===== src/rtl/dm_access_ctrl_if.sv =====
// Bundle of the CPU request/response channel and the word-only DM port seen by dm_access_ctrl.
// slave = the controller; master = the CPU side together with the DM that returns dm_rdata.
interface dm_access_ctrl_if;
  logic        req_valid;
  logic        req_ready;
  logic        req_we;
  logic [1:0]  req_size;
  logic        req_unsigned;
  logic [31:0] req_addr;
  logic [31:0] req_wdata;
  logic        resp_valid;
  logic [31:0] resp_rdata;
  logic        resp_err;
  logic [31:0] dm_addr;
  logic        dm_R;
  logic        dm_W;
  logic [31:0] dm_wdata;
  logic [31:0] dm_rdata;

  modport slave (
    input  req_valid, req_we, req_size, req_unsigned, req_addr, req_wdata, dm_rdata,
    output req_ready, resp_valid, resp_rdata, resp_err, dm_addr, dm_R, dm_W, dm_wdata
  );

  modport master (
    output req_valid, req_we, req_size, req_unsigned, req_addr, req_wdata, dm_rdata,
    input  req_ready, resp_valid, resp_rdata, resp_err, dm_addr, dm_R, dm_W, dm_wdata
  );
endinterface


===== src/rtl/dm_access_ctrl.sv =====
// Byte-addressed load/store front end for a word-only data memory.
// Sub-word stores are done as read-modify-write; bad requests get an error response with no DM access.
module dm_access_ctrl #(
  parameter int DM_DEPTH_LOG2 = 8,
  parameter bit ERR_ON_OOR    = 1'b1
) (
  input  logic             clk,
  input  logic             rst,
  dm_access_ctrl_if.slave  bus
);
  localparam int IW = DM_DEPTH_LOG2;
  localparam logic [1:0] SZ_BYTE = 2'b00;
  localparam logic [1:0] SZ_HALF = 2'b01;
  localparam logic [1:0] SZ_WORD = 2'b10;

  typedef enum logic [1:0] {IDLE, READ, WRITE, RESP} state_t;

  state_t        state_reg, state_next;
  logic          we_reg, we_next;
  logic [1:0]    size_reg, size_next;
  logic          uns_reg, uns_next;
  logic [IW+1:0] addr_reg, addr_next;
  logic [31:0]   wdata_reg, wdata_next;
  logic [31:0]   rdata_reg, rdata_next;
  logic          err_reg, err_next;

  logic          acc_err;
  logic [31:0]   merged_word;
  logic [31:0]   rd_shift;
  logic [31:0]   load_ext;

  assign acc_err = (bus.req_size == 2'b11)
                 || (bus.req_size == SZ_HALF && bus.req_addr[0])
                 || (bus.req_size == SZ_WORD && bus.req_addr[1:0] != 2'b00)
                 || (ERR_ON_OOR && ((bus.req_addr >> (IW + 2)) != 32'd0));

  // Merge the store lane(s) over the word read back from DM; word stores replace all lanes.
  for (genvar gi = 0; gi < 4; gi++) begin : g_lane
    localparam logic [1:0] LANE = 2'(gi);
    logic       sel;
    logic [7:0] sbyte;
    assign sel = (size_reg == SZ_BYTE) ? (addr_reg[1:0] == LANE) :
                 (size_reg == SZ_HALF) ? (addr_reg[1] == LANE[1]) : 1'b1;
    assign sbyte = (size_reg == SZ_BYTE) ? wdata_reg[7:0] :
                   (size_reg == SZ_HALF) ? wdata_reg[8*(gi%2) +: 8] : wdata_reg[8*gi +: 8];
    assign merged_word[8*gi +: 8] = sel ? sbyte : bus.dm_rdata[8*gi +: 8];
  end

  // Alignment is already guaranteed, so shifting by the byte offset puts the lane at bit 0.
  assign rd_shift = bus.dm_rdata >> {addr_reg[1:0], 3'b000};

  always_comb begin
    load_ext = bus.dm_rdata;
    case (size_reg)
      SZ_BYTE: load_ext = {{24{~uns_reg & rd_shift[7]}}, rd_shift[7:0]};
      SZ_HALF: load_ext = {{16{~uns_reg & rd_shift[15]}}, rd_shift[15:0]};
      default: load_ext = bus.dm_rdata;
    endcase
  end

  always_ff @(posedge clk) begin
    if (rst) begin
      state_reg <= IDLE;
      we_reg    <= 1'b0;
      size_reg  <= 2'b00;
      uns_reg   <= 1'b0;
      addr_reg  <= '0;
      wdata_reg <= '0;
      rdata_reg <= '0;
      err_reg   <= 1'b0;
    end else begin
      state_reg <= state_next;
      we_reg    <= we_next;
      size_reg  <= size_next;
      uns_reg   <= uns_next;
      addr_reg  <= addr_next;
      wdata_reg <= wdata_next;
      rdata_reg <= rdata_next;
      err_reg   <= err_next;
    end
  end

  always_comb begin
    state_next = state_reg;
    we_next    = we_reg;
    size_next  = size_reg;
    uns_next   = uns_reg;
    addr_next  = addr_reg;
    wdata_next = wdata_reg;
    rdata_next = rdata_reg;
    err_next   = err_reg;
    case (state_reg)
      IDLE: begin
        if (bus.req_valid) begin
          we_next    = bus.req_we;
          size_next  = bus.req_size;
          uns_next   = bus.req_unsigned;
          addr_next  = bus.req_addr[IW+1:0];
          wdata_next = bus.req_wdata;
          rdata_next = '0;
          err_next   = acc_err;
          if (acc_err)
            state_next = RESP;
          else if (!bus.req_we || bus.req_size != SZ_WORD)
            state_next = READ;
          else
            state_next = WRITE;
        end
      end
      READ: begin
        if (we_reg) begin
          wdata_next = merged_word;
          state_next = WRITE;
        end else begin
          rdata_next = load_ext;
          state_next = RESP;
        end
      end
      WRITE:   state_next = RESP;
      RESP:    state_next = IDLE;
      default: state_next = IDLE;
    endcase
  end

  // Every output is masked by rst so a pending write is dropped the moment reset arrives.
  assign bus.req_ready  = (state_reg == IDLE) && !rst;
  assign bus.dm_R       = (state_reg == READ) && !rst;
  assign bus.dm_W       = (state_reg == WRITE) && !rst;
  assign bus.dm_addr    = (bus.dm_R || bus.dm_W) ? 32'(addr_reg[IW+1:2]) : 32'd0;
  assign bus.dm_wdata   = bus.dm_W ? wdata_reg : 32'd0;
  assign bus.resp_valid = (state_reg == RESP) && !rst;
  assign bus.resp_err   = bus.resp_valid && err_reg;
  assign bus.resp_rdata = bus.resp_valid ? rdata_reg : 32'd0;
endmodule

===== src/flat_wrapper.sv =====
// flat-port wrapper written by rule: the top's interface ports become plain ports
module dm_access_ctrl_flat 
#(
  parameter int DM_DEPTH_LOG2 = 8,
  parameter bit ERR_ON_OOR    = 1'b1
)
  (clk, rst, bus_req_valid, bus_req_we, bus_req_size, bus_req_unsigned, bus_req_addr, bus_req_wdata, bus_dm_rdata, bus_req_ready, bus_resp_valid, bus_resp_rdata, bus_resp_err, bus_dm_addr, bus_dm_R, bus_dm_W, bus_dm_wdata);
  dm_access_ctrl_if bus_i ();
  input  logic clk;
  input  logic rst;
  input wire logic [$bits(bus_i.req_valid)-1:0] bus_req_valid;
  input wire logic [$bits(bus_i.req_we)-1:0] bus_req_we;
  input wire logic [$bits(bus_i.req_size)-1:0] bus_req_size;
  input wire logic [$bits(bus_i.req_unsigned)-1:0] bus_req_unsigned;
  input wire logic [$bits(bus_i.req_addr)-1:0] bus_req_addr;
  input wire logic [$bits(bus_i.req_wdata)-1:0] bus_req_wdata;
  input wire logic [$bits(bus_i.dm_rdata)-1:0] bus_dm_rdata;
  output wire logic [$bits(bus_i.req_ready)-1:0] bus_req_ready;
  output wire logic [$bits(bus_i.resp_valid)-1:0] bus_resp_valid;
  output wire logic [$bits(bus_i.resp_rdata)-1:0] bus_resp_rdata;
  output wire logic [$bits(bus_i.resp_err)-1:0] bus_resp_err;
  output wire logic [$bits(bus_i.dm_addr)-1:0] bus_dm_addr;
  output wire logic [$bits(bus_i.dm_R)-1:0] bus_dm_R;
  output wire logic [$bits(bus_i.dm_W)-1:0] bus_dm_W;
  output wire logic [$bits(bus_i.dm_wdata)-1:0] bus_dm_wdata;
  assign bus_i.req_valid = bus_req_valid;
  assign bus_i.req_we = bus_req_we;
  assign bus_i.req_size = bus_req_size;
  assign bus_i.req_unsigned = bus_req_unsigned;
  assign bus_i.req_addr = bus_req_addr;
  assign bus_i.req_wdata = bus_req_wdata;
  assign bus_i.dm_rdata = bus_dm_rdata;
  assign bus_req_ready = bus_i.req_ready;
  assign bus_resp_valid = bus_i.resp_valid;
  assign bus_resp_rdata = bus_i.resp_rdata;
  assign bus_resp_err = bus_i.resp_err;
  assign bus_dm_addr = bus_i.dm_addr;
  assign bus_dm_R = bus_i.dm_R;
  assign bus_dm_W = bus_i.dm_W;
  assign bus_dm_wdata = bus_i.dm_wdata;
  dm_access_ctrl #(.DM_DEPTH_LOG2(DM_DEPTH_LOG2), .ERR_ON_OOR(ERR_ON_OOR)) u_core (.clk(clk), .rst(rst), .bus(bus_i));
endmodule

===== config.mk =====
export PLATFORM = sky130hd
export DESIGN_NAME = dm_access_ctrl_flat
export DESIGN_NICKNAME = d
export VERILOG_FILES = /design/src/rtl/dm_access_ctrl_if.sv /design/src/rtl/dm_access_ctrl.sv /design/src/flat_wrapper.sv
export SDC_FILE = /design/constraint.sdc
export NUM_CORES = 1
export LEC_CHECK = 0
export BUFFER_PORTS_ARGS = -buffer_cell sky130_fd_sc_hd__buf_2
export CORE_MARGIN = 5
export CORE_UTILIZATION = 40
export CTS_CLUSTER_DIAMETER = 30
export DETAILED_ROUTE_END_ITERATION = 10
export PLACE_DENSITY = 0.74
export SYNTH_ARGS = -nofsm -noshare
export SYNTH_HDL_FRONTEND = slang
export SYNTH_SLANG_ARGS = --single-unit

===== constraint.sdc =====
create_clock -name clk -period 3.1 [get_ports clk]
set_input_delay 0.31 -clock clk [delete_from_list [all_inputs] [get_ports clk]]
set_output_delay 0.31 -clock clk [all_outputs]
set_load 0.01 [all_outputs]

# Word level (Yosys, flattened, before mapping)
# Cells that the tools add are included.
# word_totals
regBits	81
latchBits	0
ram_bits	0
romBits	0
input_bits	103
out_inout_bits	101
elab_cells	90
n_memories	0
# classes
addsub	0
mul	0
div_mod_pow	0
order_cmp	0
n_eq_ne	18
shift	1
muxes	30
n_bitwise	4
reduce_logical	26
# op_table
operator	count
32-bit two-way mux	6
32-bit one-hot mux with 2 select lines	3
8-bit two-way mux	10
32-bit nonzero test	1
32-bit by 5-bit right shift with 16-bit output	1
4-bit AND reduction	4
2-bit equality test (second input constant)	6
2-bit by 1-bit equality test with 1-bit output (second input constant)	4
2-bit != test (second input constant)	4
4-bit != test (second input constant)	2
2-bit one-hot mux with 4 select lines	1
1-bit logical AND	7
1-bit two-way mux	7
2-bit zero test	3
2-bit two-way mux	3
1-bit logical OR	5
2-bit nonzero test	2
3-bit != test (second input constant)	1
3-bit AND reduction	1
1-bit AND	2
1-bit zero test	2
2-bit by 1-bit != test with 1-bit output (second input constant)	1
1-bit NOT	2
2-bit AND reduction	1

# Logic depth before layout (Yosys ltp)
# Gate-level depths: netlist of the first run.
# logic_depth
word_depth	8
mapped_depth	9
depth_no_buf	6

# Worst setup path after synthesis of the first run
# Ideal clock, no wire load.
# synth_path
path_kind	register to register
start	register u_core.state_reg[0]
end	register u_core.rdata_reg[21]
setup_time_ns	0.123
arrival_time_ns	1.865
required_ns	2.977
path_slack_ns	1.112
path_stages_with_launch	10
n_path_buf	3
synth_period_minus_slack_ns	1.988
cell_sequence	dfxtp_1 -> inv_1 -> ha_1 -> buf_4 -> mux2i_1 -> a21o_1 -> nor2b_1 -> buf_2 -> buf_2 -> a221o_2
# synth_between
elab_chain_cells	3
word_cells_on_any_way	7
classes_between	eq/ne: 3; mux: 1; reduce/logical: 3
# synth_rtl
item	line	rtl
from (decl)	dm_access_ctrl.sv:18	state_t state_reg, state_next;
from (signal assigned)	dm_access_ctrl.sv:72	state_reg <= state_next;
2-bit by 1-bit equality test with 1-bit output / 2-bit zero test (equally long branches)	dm_access_ctrl.sv:92	case (state_reg)
2-bit != test (no source line) / 2-bit nonzero test (equally long branches)	n/a	
3-bit AND reduction (no source line)	n/a	
to (signal assigned)	dm_access_ctrl.sv:78	rdata_reg <= rdata_next;
to (decl)	dm_access_ctrl.sv:24	logic [31:0] rdata_reg, rdata_next;
# Parallel ways exist; a longest one is shown, timed or not.
# A chain may end at the register's enable or synchronous reset.

# Final worst setup path of the first run
# layout_path
start	register u_core.state_reg[0]
end	register u_core.rdata_reg[7]
# Same word-level chain as after synthesis.

==> out/results.md, run 1 <==
• finished, final reports clean — run status
• register — endpoint class of the critical path
• 9 — TritonCTS Buffers
• 8.540 um2 — Syn Area/Cell
• 16,640 um — Routed WL
• 5226 um2 — Netlist Area Pre-Place
• 34.08% — fraction of final layout cells sized beyond drive strength 1
• 67 — pin count of the biggest net entering global routing
• 0 — Final Hold Vio Count
• 5,068 — vias
• 15,450 um2 — die footprint
• 1 — number of antenna violations at the first check in global routing
• 80.05% — Final period util
• 0 — Warnings, synthesis
• sky130_fd_sc_hd__nor4b_4 — critical path's slowest cell
• 193.7 ps — Post-Route Hold Slack
• 2482 ps — clock period minus worst slack
• 31.03% — sequential element share of the synthesized area
• 6.115 ps — worst clock skew on the final layout
• 0 — Final ANT Viol Nets
• 42.7% — combinational group share of total power
• 39.43% — net switching share of the total power
• 0 — number of endpoints failing setup at the final stage
• sky130_fd_sc_hd__clkbuf_16 — CTS root buf
• 0 — Gates resized, CTS repair
• 0% — fraction of synthesis flops using an asynchronous set or reset pin
• inv_1 > ha_1 > nor2b_1 > nor4b_4 > and2_1 > a221o_1 — cells along the critical path
• 25,410 um — first-pass GRT wire length
• 56 — Netlist cell types
• false — setup repair after global routing missed its margin
• 0 — number of enable flip-flop cells after synthesis
• simple AND/OR/NAND/NOR gates — CP delay by family, top
• 81 — post-synthesis register bit count
• sky130_fd_sc_hd__dfxtp_1 — Top FF cell, synth
• 5.420 — Vias per Instance
• 618.5 ps — setup ws final
• 2780 ps — arrival time at the worst endpoint
• reg2reg — Setup Crit Path Kind
• 612 — Post-Synthesis Cells
• 124.3 um — Die Y-Extent
• 350 ps — Worst-Skew Late Latency
• 204 — I/O Pins
• 0 — Post-CTS Setup Bufs
• 179 — PortBufs
• 0.9016 — final weighted congestion of routability-driven global placement
• 0.002856 W — internal power summed over all cells
• 1232 ps — slew at the pin closest to its max-slew limit
• 22.22% — P&R area growth vs syn
• 0.001859 W — Net Switching
• 5 — drt first pass iters
• 0 — number of maximum-capacitance violations
• 17.54% — worst max-slew margin expressed relative to the limit
• 33.8% — part of the power in registers
• 0.5092 mV — maximum VDD drop
• 17.79 um — WL/cell
• 462 — First DRT Iteration DRCs
• done — TritonCTS clock tree
• 0 — total inserted antenna cells
• 0 — Final Slew Violations
• 23.5% — clock group share of total power
• 0 — overflow left after global routing
• 403.0 MHz — Fmax achieved
• 20.35% — Overall Global Routing Usage
• 3 — H-tree depth reported by CTS
• 0 — post-detailed-route DRC marker count
• 2 — number of buffers on the longest clock path
• 865 — net total in the final layout
• register — kind of start point of the critical path
• 0 — number of buffers inserted by hold repair at cts
• 81 — TritonCTS sink count
• 24 — largest driver fanout on the critical path
• 738.2 nW/um2 — power density of the placed cells
• 2.842 nW — leakage power of the design
• 0.004715 W — total power draw
• 60 ps — clock transition at the registers of the reported paths
• in2reg — Hold Crit Class
• 12,700 um — HPWL Detailed
• 624.9 ps — post-placement setup slack
• 1,287 — # fillers
• 1040 ps — delay of the slowest cell on the worst path
• 4,816 — via count of the first global-routing pass
• 12,720 um2 — core area
• 0 ps — setup TNS
• 1 — buffer and inverter count on the worst path
• 41 — number of core rows
• 41.08% — Starting Density
• 124.3 um — horizontal extent of the die
• 3400 ps — required time of the critical path
[cells in the final DEF (no fill, tap or decap), types with 10 or more instances in the layout]
master | synthesis | layout
sky130_fd_sc_hd__nand2b_1 | 13 | 13
sky130_fd_sc_hd__conb_1 | 1 | 24
sky130_fd_sc_hd__inv_1 | 13 | 13
sky130_fd_sc_hd__a221o_2 | 10 | 10
sky130_fd_sc_hd__nor2b_1 | 47 | 47
sky130_fd_sc_hd__and2_1 | 68 | 68
sky130_fd_sc_hd__a221o_1 | 14 | 14
sky130_fd_sc_hd__dfxtp_1 | 81 | 81
sky130_fd_sc_hd__nor2_1 | 16 | 16
sky130_fd_sc_hd__buf_2 | 17 | 179
sky130_fd_sc_hd__buf_4 | 25 | 10
sky130_fd_sc_hd__mux2_2 | 24 | 24
sky130_fd_sc_hd__a21oi_1 | 24 | 24
sky130_fd_sc_hd__o21ai_0 | 10 | 10
sky130_fd_sc_hd__a211oi_1 | 17 | 17
sky130_fd_sc_hd__nand2_1 | 46 | 46
[synthesized netlist by cell type, types with 7 or more instances]
master	n	area, um2
sky130_fd_sc_hd__o221ai_1	7	61.31
sky130_fd_sc_hd__o41ai_1	9	78.83
sky130_fd_sc_hd__dfxtp_1	81	1622
sky130_fd_sc_hd__o21bai_1	8	60.06
sky130_fd_sc_hd__o21ai_0	10	50.05
sky130_fd_sc_hd__a32o_1	8	80.08
sky130_fd_sc_hd__a221o_2	10	112.6
sky130_fd_sc_hd__or2_2	9	56.30
sky130_fd_sc_hd__buf_2	17	85.08
sky130_fd_sc_hd__nand2_1	46	172.7
sky130_fd_sc_hd__o22a_1	7	61.31
sky130_fd_sc_hd__a221o_1	14	140.1
sky130_fd_sc_hd__inv_1	13	48.80
sky130_fd_sc_hd__nor3_1	9	45.04
sky130_fd_sc_hd__mux2i_1	9	90.09
sky130_fd_sc_hd__o31a_1	8	70.07
sky130_fd_sc_hd__mux2_2	24	270.3
sky130_fd_sc_hd__and3b_1	9	78.83
sky130_fd_sc_hd__a311oi_1	9	78.83
sky130_fd_sc_hd__buf_4	25	187.7
sky130_fd_sc_hd__nor2b_1	47	294.0
sky130_fd_sc_hd__a31oi_1	8	50.05
sky130_fd_sc_hd__nand3b_1	9	67.56
sky130_fd_sc_hd__nand2b_1	13	81.33
sky130_fd_sc_hd__and2_1	68	425.4
sky130_fd_sc_hd__a21oi_1	24	120.1
sky130_fd_sc_hd__a211oi_1	17	127.6
sky130_fd_sc_hd__nor2_1	16	60.06
sky130_fd_sc_hd__clkbuf_1	28	105.1
[logic make-up (layout without fill, tap and decap cells)]
group / after synthesis / count (layout) / synth area share [%]
other: 1 / 24 / 0.07175
DFF: 81 / 81 / 31.03
AOI/OAI and AO/OA: 159 / 159 / 24.42
muxes: 34 / 34 / 7.326
and+or+nand+nor: 243 / 243 / 27.10
adders and majority gates: 4 / 4 / 0.9577
buffers and inverters: 90 / 218 / 9.097
[area by class of cell]
class / count / area (um2) / area share (%)
clock buffer: 9 / 225.2 / 3.526
multi-input combinational: 464 / 3227 / 50.52
timing repair buffer: 189 / 970.9 / 15.20
clock inverter: 7 / 78.83 / 1.234
sequential: 81 / 1622 / 25.39
inverter: 13 / 48.80 / 0.7640
tap: 172 / 215.2 / 3.369
[worst register-to-register path: cells and delay by family (launching register included)]
kind | cells | cell delay [ps]
AND/OR/NAND/NOR | 3 | 1580
buffers and inverters | 1 | 80
AO/OA/AOI/OAI | 1 | 110
adder cells (fa/ha/maj) | 1 | 300
flip-flops | 1 | 360
[through the flow]
| stage | instance area (um2) | utilization, % | instances |
|---|---|---|---|
| 6_report | 6387 | 50.21 | 935 |
| 5_1_grt | 6387 | 50.21 | 935 |
| 4_1_cts | 6387 | 50.21 | 935 |
| 3_5_place_dp | 6083 | 47.82 | 919 |
| 3_3_place_gp | 6083 | 47.82 | 919 |
| 2_1_floorplan | 5313 | - | 635 |
[power by group through the flow]
stage	combinational [W]	clock [W]	sequential, W
6_report	0.00201	0.00111	0.00159
3_5_place_dp	0.00199	0	0.00161
2_1_floorplan	0.00162	0	0.00151
3_3_place_gp	0.00197	0	0.00161
5_1_grt	0.00221	0.00117	0.00163
4_1_cts	0.00200	0.00112	0.00159
[routing by layer]
| layer | routed length (um) | vias to the layer above | track usage [%] |
|---|---|---|---|
| met5 | 7 | - | 0 |
| met3 | 1506 | 34 | 6.003 |
| met4 | 378 | 2 | 6.576 |
| met1 | 7108 | 2339 | 25.74 |
| met2 | 7636 | 236 | 33.24 |
| li1 | - | 2457 | - |
[final timing paths]
check | slack (ps) | depth (start not counted) | to | startpoint
worst max-delay path | 620 | 6 | u_core.rdata_reg[7] | u_core.state_reg[0]
worst min-delay path | 190 | 3 | u_core.uns_reg | bus_req_unsigned
worst max register to register | 620 | 6 | u_core.rdata_reg[7] | u_core.state_reg[0]
worst min register to register | 450 | 2 | u_core.rdata_reg[3] | u_core.rdata_reg[3]
Note: power is estimated with default switching activity, not from simulation.
==> inputs of run 2 (changes only) <==
--- a/config.mk
+++ b/config.mk
@@ -5,6 +5,7 @@
 export SDC_FILE = /design/constraint.sdc
 export NUM_CORES = 1
 export LEC_CHECK = 0
+export ABC_AREA = 1
 export BUFFER_PORTS_ARGS = -buffer_cell sky130_fd_sc_hd__buf_2
 export CORE_MARGIN = 5
 export CORE_UTILIZATION = 40
==> constraint.sdc (replaced) <==
create_clock -name clk -period 2.55 [get_ports clk]
set_input_delay 0.255 -clock clk [delete_from_list [all_inputs] [get_ports clk]]
set_output_delay 0.255 -clock clk [all_outputs]
set_load 0.01 [all_outputs]
==> out/results.md, run 2 <==
• finished, final reports clean — run status
• 89.86% — Final period util
• 2040 ps — arrival time at the worst endpoint, -740 ps
• 874.0 ps — slew at the pin closest to its max-slew limit, -357.7 ps
• sky130_fd_sc_hd__nand2_1, sky130_fd_sc_hd__inv_1, sky130_fd_sc_hd__nor2_1 — most common library cells after synthesis
• sky130_fd_sc_hd__nand2_1, sky130_fd_sc_hd__buf_2, sky130_fd_sc_hd__inv_1 — most frequent cells in the layout
• 0 — number of enable flip-flop cells after synthesis, unchanged
• sky130_fd_sc_hd__dfxtp_1, sky130_fd_sc_hd__nand2_1, sky130_fd_sc_hd__a21oi_1 — leading cell types by total area after synthesis
• 124.2 um — horizontal extent of the die, about the same
• in2reg — Hold Crit Class
• 280 ps — reg2reg setup slack, -340 ps
• 124.2 um — Die Y-Extent, about the same
• 340 ps — Worst-Skew Late Latency, about the same
• 10 — path depth of the worst reg2reg path, +4
• sky130_fd_sc_hd__clkbuf_16 — CTS root buf
• u_core.state_reg[0] — timing startpoint of the critical path
• sky130_fd_sc_hd__dfxtp_1 — Top FF cell, synth
• sky130_fd_sc_hd__nand2_1 — leading cell type in the layout, fill and taps excluded
• 2291 ps — clock period minus worst slack
• 0 — number of endpoints failing setup at the final stage, unchanged
• sky130_fd_sc_hd__inv_1 — critical path's slowest cell
• 0.4974 mV — maximum VDD drop, -2.3%
• 1,135 — net total in the final layout, +31%
• 5.948 um2 — Syn Area/Cell, -30%
• 15,420 um2 — die footprint, -0.18%
• 204 — I/O Pins, unchanged
• 3 — H-tree depth reported by CTS, unchanged
• 26,300 um — first-pass GRT wire length, +3.5%
• 13.95 um — WL/cell, -22%
• buffers and inverters — CP delay by family, top
• 1,413 — # fillers, +9.8%
• 5,598 — via count of the first global-routing pass, +16%
• 853.0 nW/um2 — power density of the placed cells, +16%
• true — setup repair after global routing missed its margin
• 7.839 ps — worst clock skew on the final layout, +1.724 ps
• 41.00% — Starting Density, -0.079 points
• 0% — fraction of synthesis flops using an asynchronous set or reset pin, unchanged
• 13,170 um — HPWL Detailed, +3.7%
• 21.67% — Overall Global Routing Usage, +1.3 points
• 41.67% — worst max-slew margin expressed relative to the limit, +24 points
• register — kind of start point of the critical path
• 175.0 ps — Post-Route Hold Slack, -18.66 ps
• 31.09% — area share of the largest cell type after synthesis, +0.060 points
• output port — endpoint class of the critical path
• 0 — Final Slew Violations, unchanged
• u_core.wdata_reg[5] — Worst R2R End
• u_core.state_reg[1] — launch point of the worst reg-to-reg path
• reg2out — Setup Crit Path Kind
• sky130_fd_sc_hd__dfxtp_1 — cell taking the most area after synthesis
• 2300 ps — required time of the critical path, -1100 ps
• 0 — overflow left after global routing, unchanged
• 3.111 nW — leakage power of the design, +9.5%
• 5 — drt first pass iters, unchanged
• 81 — TritonCTS sink count, unchanged
• 81 — post-synthesis register bit count, unchanged
• 4 — buffer and inverter count on the worst path, +3
• bus_req_wdata[29] — Worst Min Path Start
• 4.880 — Vias per Instance, -10%
• 41 — number of core rows, unchanged
• 630 ps — delay of the slowest cell on the worst path, -410 ps
• u_core.wdata_reg[29] — endpoint of the worst hold path
• done — TritonCTS clock tree
• 0 — Warnings, synthesis, unchanged
• 0 — number of maximum-capacitance violations, unchanged
• 12,720 um2 — core area, unchanged
• 436.4 MHz — Fmax achieved
• 179 — PortBufs, unchanged
• sky130_fd_sc_hd__nand2_1 — most common cell in the netlist
• 22.17% — fraction of final layout cells sized beyond drive strength 1, -12 points
• 5,885 — vias, +16%
• 31.09% — sequential element share of the synthesized area, +0.060 points
• 0 ps — setup TNS, unchanged
• 0 — Final Hold Vio Count, unchanged
• sky130_fd_sc_hd__inv_1 — CP most frequent cell
• 0 — Post-CTS Setup Bufs, unchanged
• 22.31% — P&R area growth vs syn, about the same
• inv_1 > ha_1 > inv_1 > nor2_1 > inv_1 > nor2_1 > buf_2 — cells along the critical path
• 5216 um2 — Netlist Area Pre-Place, -0.19%
• 46 — pin count of the biggest net entering global routing, -31%
• 0 — post-detailed-route DRC marker count, unchanged
• 567 — First DRT Iteration DRCs, +23%
• 3 — number of antenna violations at the first check in global routing, +2
• 3 — instance count along the most critical hold path, unchanged
• 877 — Post-Synthesis Cells, +43%
• 32 — largest driver fanout on the critical path, +33%
• 70 ps — clock transition at the registers of the reported paths, about the same
• 9 — TritonCTS Buffers, unchanged
• 0.9333 — final weighted congestion of routability-driven global placement, +3.5%
• 31 — Netlist cell types, -45%
• 0 — Final ANT Viol Nets, unchanged
• 2 — number of buffers on the longest clock path, unchanged
• 16,820 um — Routed WL, +1.1%
run 2: changes by cell type after synthesis, sizes merged, moves of 20 or more:
| cell | before | now |
|---|---|---|
| mux2 | 24 | 0 |
| nand3 | 1 | 21 |
| nor2b | 47 | 0 |
| o21ai | 10 | 71 |
| a221o | 24 | 0 |
| a21oi | 25 | 96 |
| nor2 | 17 | 124 |
| inv | 13 | 128 |
| and2 | 68 | 1 |
| nand2 | 47 | 236 |
run 2: metal layers:
layer  wire [um]  up-vias  global-route usage (%)
met4         308        6                   6.092
li1            -     3002                       -
met2        7964      243                   37.43
met1        6862     2601                   26.68
met3        1637       33                   5.495
met5          52        -                       0
run 2: where the power goes:
group          switching [W]  total (W)  internal (W)
sequential          0.000251    0.00184       0.00159
combinational        0.00162    0.00237      0.000752
clock               0.000536    0.00123      0.000691
run 2: cell families after synthesis:
| logic type | Yosys count | synth area share (%) |
|---|---|---|
| and+or+nand+nor | 393 | 30.39 |
| buffers and inverters | 200 | 16.98 |
| AOI/OAI and AO/OA | 198 | 20.51 |
| DFF | 81 | 31.09 |
| adders and majority gates | 4 | 0.9595 |
| other | 1 | 0.07189 |
run 2: stage by stage:
step / power, W / utilization (%) / cell area [um2] / setup WS, ps / cells
after floorplan: 0.003625 / - / 5303 / 878.0 / 900
after detailed placement: 0.004203 / 47.87 / 6090 / 167.1 / 1189
final: 0.005442 / 50.15 / 6380 / 258.5 / 1206
after global placement: 0.004162 / 47.87 / 6090 / 295.4 / 1189
after global routing: 0.005877 / 50.13 / 6377 / -21.22 / 1205
after CTS: 0.005439 / 50.09 / 6372 / 157.1 / 1205
run 2: area by class of cell:
class	instances	area, um2	share of cell area (%)
clock inverter	5	40.04	0.6276
sequential	81	1622	25.42
multi-input combinational	619	2804	43.95
inverter	128	483.0	7.570
tap	172	215.2	3.373
antenna	1	2.502	0.03922
clock buffer	11	242.7	3.805
timing repair buffer	189	970.9	15.22
run 2: how the worst max path moves through the flow:
stage                                end  slack (ps)  cells past startpoint
floorplan                 bus_dm_addr[0]         880                      7
finish                  bus_dm_wdata[29]         260                      7
global placement    u_core.wdata_reg[23]         300                      7
CTS                 u_core.wdata_reg[23]         160                      7
global route            bus_dm_wdata[29]         -20                      7
detailed placement  u_core.wdata_reg[23]         170                      7
run 2: timing repair:
| item | 4_1_cts | 5_1_grt |
|---|---|---|
| hold buffers | 0 | 0 |
| resized for setup | 0 | 1 |
| endpoints found under the setup margin | 0 | 17 |
run 2: worst reg2reg max path, stage by stage, from the launching register on:
cell,delay [ps]
sky130_fd_sc_hd__dfxtp_1,380
sky130_fd_sc_hd__inv_1,80
sky130_fd_sc_hd__ha_1,200
sky130_fd_sc_hd__inv_2,150
sky130_fd_sc_hd__buf_4,410
sky130_fd_sc_hd__nor2_2,120
sky130_fd_sc_hd__nor2_2,160
sky130_fd_sc_hd__nand2_2,230
sky130_fd_sc_hd__a21oi_4,310
sky130_fd_sc_hd__nor2_1,70
sky130_fd_sc_hd__nor2_1,90
==> inputs of run 3 (changes only) <==
==> constraint.sdc (replaced) <==
create_clock -name clk -period 2.55 [get_ports clk]
set_input_delay 0.255 -clock clk [delete_from_list [all_inputs] [get_ports clk]]
set_output_delay 0.255 -clock clk [all_outputs]
set_load 0.005 [all_outputs]
==> out/results.md, run 3 (same netlist as run 2, synthesis figures left out) <==
• 6415 um2 — fin area, +0.55%
• 0 ps — setup TNS, unchanged
• 420 ps — delay of the slowest cell on the worst path, -210 ps
• 13,270 um — HPWL Detailed, +0.77%
• 22.24% — fraction of final layout cells sized beyond drive strength 1, +0.075 points
• reg2reg — Setup Crit Path Kind
• 862.0 nW/um2 — power density of the placed cells, +1.1%
• 0 — number of buffers inserted by hold repair at cts, unchanged
• 2840 ps — required time of the critical path, +540 ps
• 3.136 nW — leakage power of the design, +0.79%
• 22.98% — P&R area growth vs syn
• 179 — PortBufs, unchanged
• 42 — largest driver fanout on the critical path, +31%
• register — kind of start point of the critical path
• 5,843 — vias, -0.71%
• simple AND/OR/NAND/NOR gates — CP delay by family, top
• 5,525 — via count of the first global-routing pass, -1.3%
• 42.45% — worst max-slew margin expressed relative to the limit, +0.78 points
• 4.938 ps — worst clock skew on the final layout, -2.901 ps
• 3 — buffer and inverter count on the worst path, -1
• inv_1 > ha_1 > inv_2 > buf_4 > nor2_2 > nor2_2 > nand2_2 > a21oi_4 > nor2_1 > nor2_1 — cells along the critical path
• 16,970 um — Routed WL, +0.85%
• 215.6 ps — post-placement setup slack, +48.52 ps
• 14.05 um — WL/cell, +0.68%
• 26,000 um — first-pass GRT wire length, -1.2%
• 4.837 — Vias per Instance, -0.88%
• met5 — highest signal layer in the routed design
• 1,208 — final standard cell count with taps included and fillers excluded, +0.17%
• register — endpoint class of the critical path
• 204 — I/O Pins, unchanged
• 1,190 — cell total after placement, +0.084%
• 0 — post-detailed-route DRC marker count, unchanged
• 2230 ps — clock period minus worst slack, -61.85 ps
• 5 — drt first pass iters, unchanged
• 448.5 MHz — Fmax achieved, +2.8%
• 860.0 ps — slew at the pin closest to its max-slew limit, -13.94 ps
• 41 — number of core rows, unchanged
• 124.2 um — horizontal extent of the die, unchanged
• 0.3896 mV — maximum VDD drop, -22%
• 350 ps — Worst-Skew Late Latency, about the same
• done — TritonCTS clock tree
• false — setup repair after global routing missed its margin
• 3 — H-tree depth reported by CTS, unchanged
• 9 — TritonCTS Buffers, unchanged
• 2520 ps — arrival time at the worst endpoint, +480 ps
• sky130_fd_sc_hd__nand2_1 — leading cell type in the layout, fill and taps excluded
• sky130_fd_sc_hd__clkbuf_16 — CTS root buf
• 1518 um — routed wl met3, -7.3%
• 60 ps — clock transition at the registers of the reported paths, about the same
• 21.62% — Overall Global Routing Usage, -0.045 points
• 0 — overflow left after global routing, unchanged
• 0 — Gates resized, CTS repair, unchanged
• 1,439 — # fillers, +1.8%
• 0 — number of endpoints failing setup at the final stage, unchanged
• 15,420 um2 — die footprint, unchanged
• 81 — TritonCTS sink count, unchanged
• in2reg — Hold Crit Class
• 0 — Final Slew Violations, unchanged
• sky130_fd_sc_hd__buf_4 — critical path's slowest cell
• 43 — pin count of the biggest net entering global routing, -6.5%
• 320 ps — reg2reg setup slack, +40 ps
• 0 — number of maximum-capacitance violations, unchanged
• 124.2 um — Die Y-Extent, unchanged
• 320.4 ps — setup ws final, +61.85 ps
• 12,720 um2 — core area, unchanged
• 6097 um2 — dpl cell area, +0.12%
• 0.005530 W — total power draw, +1.6%
• 0 — Final Hold Vio Count, unchanged
• finished, final reports clean — run status
• 5 — number of antenna violations at the first check in global routing, +2
• sky130_fd_sc_hd__nand2_1, sky130_fd_sc_hd__buf_2, sky130_fd_sc_hd__inv_1 — most frequent cells in the layout
• 7103 um — Routed met1 length, +3.5%
• 2 — number of buffers on the longest clock path, unchanged
• 0 — Final ANT Viol Nets, unchanged
• 522 — First DRT Iteration DRCs, -7.9%
• 7922 um — met2 wire length, -0.53%
• 0 — Post-CTS Setup Bufs, unchanged
• 41.00% — Starting Density, unchanged
• 0.9360 — final weighted congestion of routability-driven global placement, +0.29%
• 87.44% — Final period util, -2.4 points
• 1,136 — net total in the final layout, +0.088%
[run 3: changes by cell type in the layout (fill, tap and decap cells not counted)]
cell | previous run | this run
sky130_fd_sc_hd__buf_4 | 10 | 11
sky130_fd_sc_hd__bufinv_16 | 0 | 1
sky130_fd_sc_hd__clkbuf_8 | 1 | 2
sky130_fd_sc_hd__clkinv_2 | 0 | 1
sky130_fd_sc_hd__clkinvlp_4 | 3 | 1
sky130_fd_sc_hd__diode_2 | 1 | 2
sky130_fd_sc_hd__inv_6 | 1 | 0
[run 3: cell type report]
| cell class | count | area [um2] | share of cell area (%) |
|---|---|---|---|
| multi-input cells | 619 | 2804 | 43.71 |
| flip-flops and latches | 81 | 1622 | 25.28 |
| repair buffers | 190 | 978.4 | 15.25 |
| inverters | 128 | 483.0 | 7.529 |
| clock buffers | 12 | 256.5 | 3.998 |
| well taps | 172 | 215.2 | 3.355 |
| clock inverters | 4 | 51.30 | 0.7997 |
| diodes | 2 | 5.005 | 0.07802 |
[run 3: power by group]
group | total [W] | internal (W) | leakage [nW] | switching (W)
Combinational | 0.00235 | 0.000755 | 2.32 | 0.00160
Clock | 0.00134 | 0.000812 | 0.149 | 0.000527
Sequential | 0.00184 | 0.00159 | 0.664 | 0.000248
Total | 0.00553 | 0.00316 | 3.14 | 0.00237
[run 3: tightest hold or removal path, stage by stage]
cell and delay, ps:
sky130_fd_sc_hd__buf_2 90, sky130_fd_sc_hd__nand2_1 50, sky130_fd_sc_hd__a31oi_1 70
[run 3: worst paths after layout]
kind	startpoint	to	cells past startpoint
max	u_core.state_reg[1]	u_core.wdata_reg[3]	10
min	bus_req_wdata[20]	u_core.wdata_reg[20]	3
min reg2reg	u_core.addr_reg[4]	u_core.addr_reg[4]	2
max reg2reg	u_core.state_reg[1]	u_core.wdata_reg[3]	10
[run 3: metal layers]
metal	up-vias	track usage [%]
met5	-	0
met4	6	7.461
met3	33	6.222
met2	243	36.32
met1	2549	26.46
li1	3012	-
[run 3: metrics by stage]
| step | hold WS [ps] | utilization, % |
|---|---|---|
| after CTS | 163.1 | 50.34 |
| after global routing | 173.1 | 50.42 |
| after floorplan | 418.2 | - |
| after detailed placement | 450.6 | 47.92 |
| after global placement | 441.4 | 47.92 |
| final | 169.3 | 50.42 |
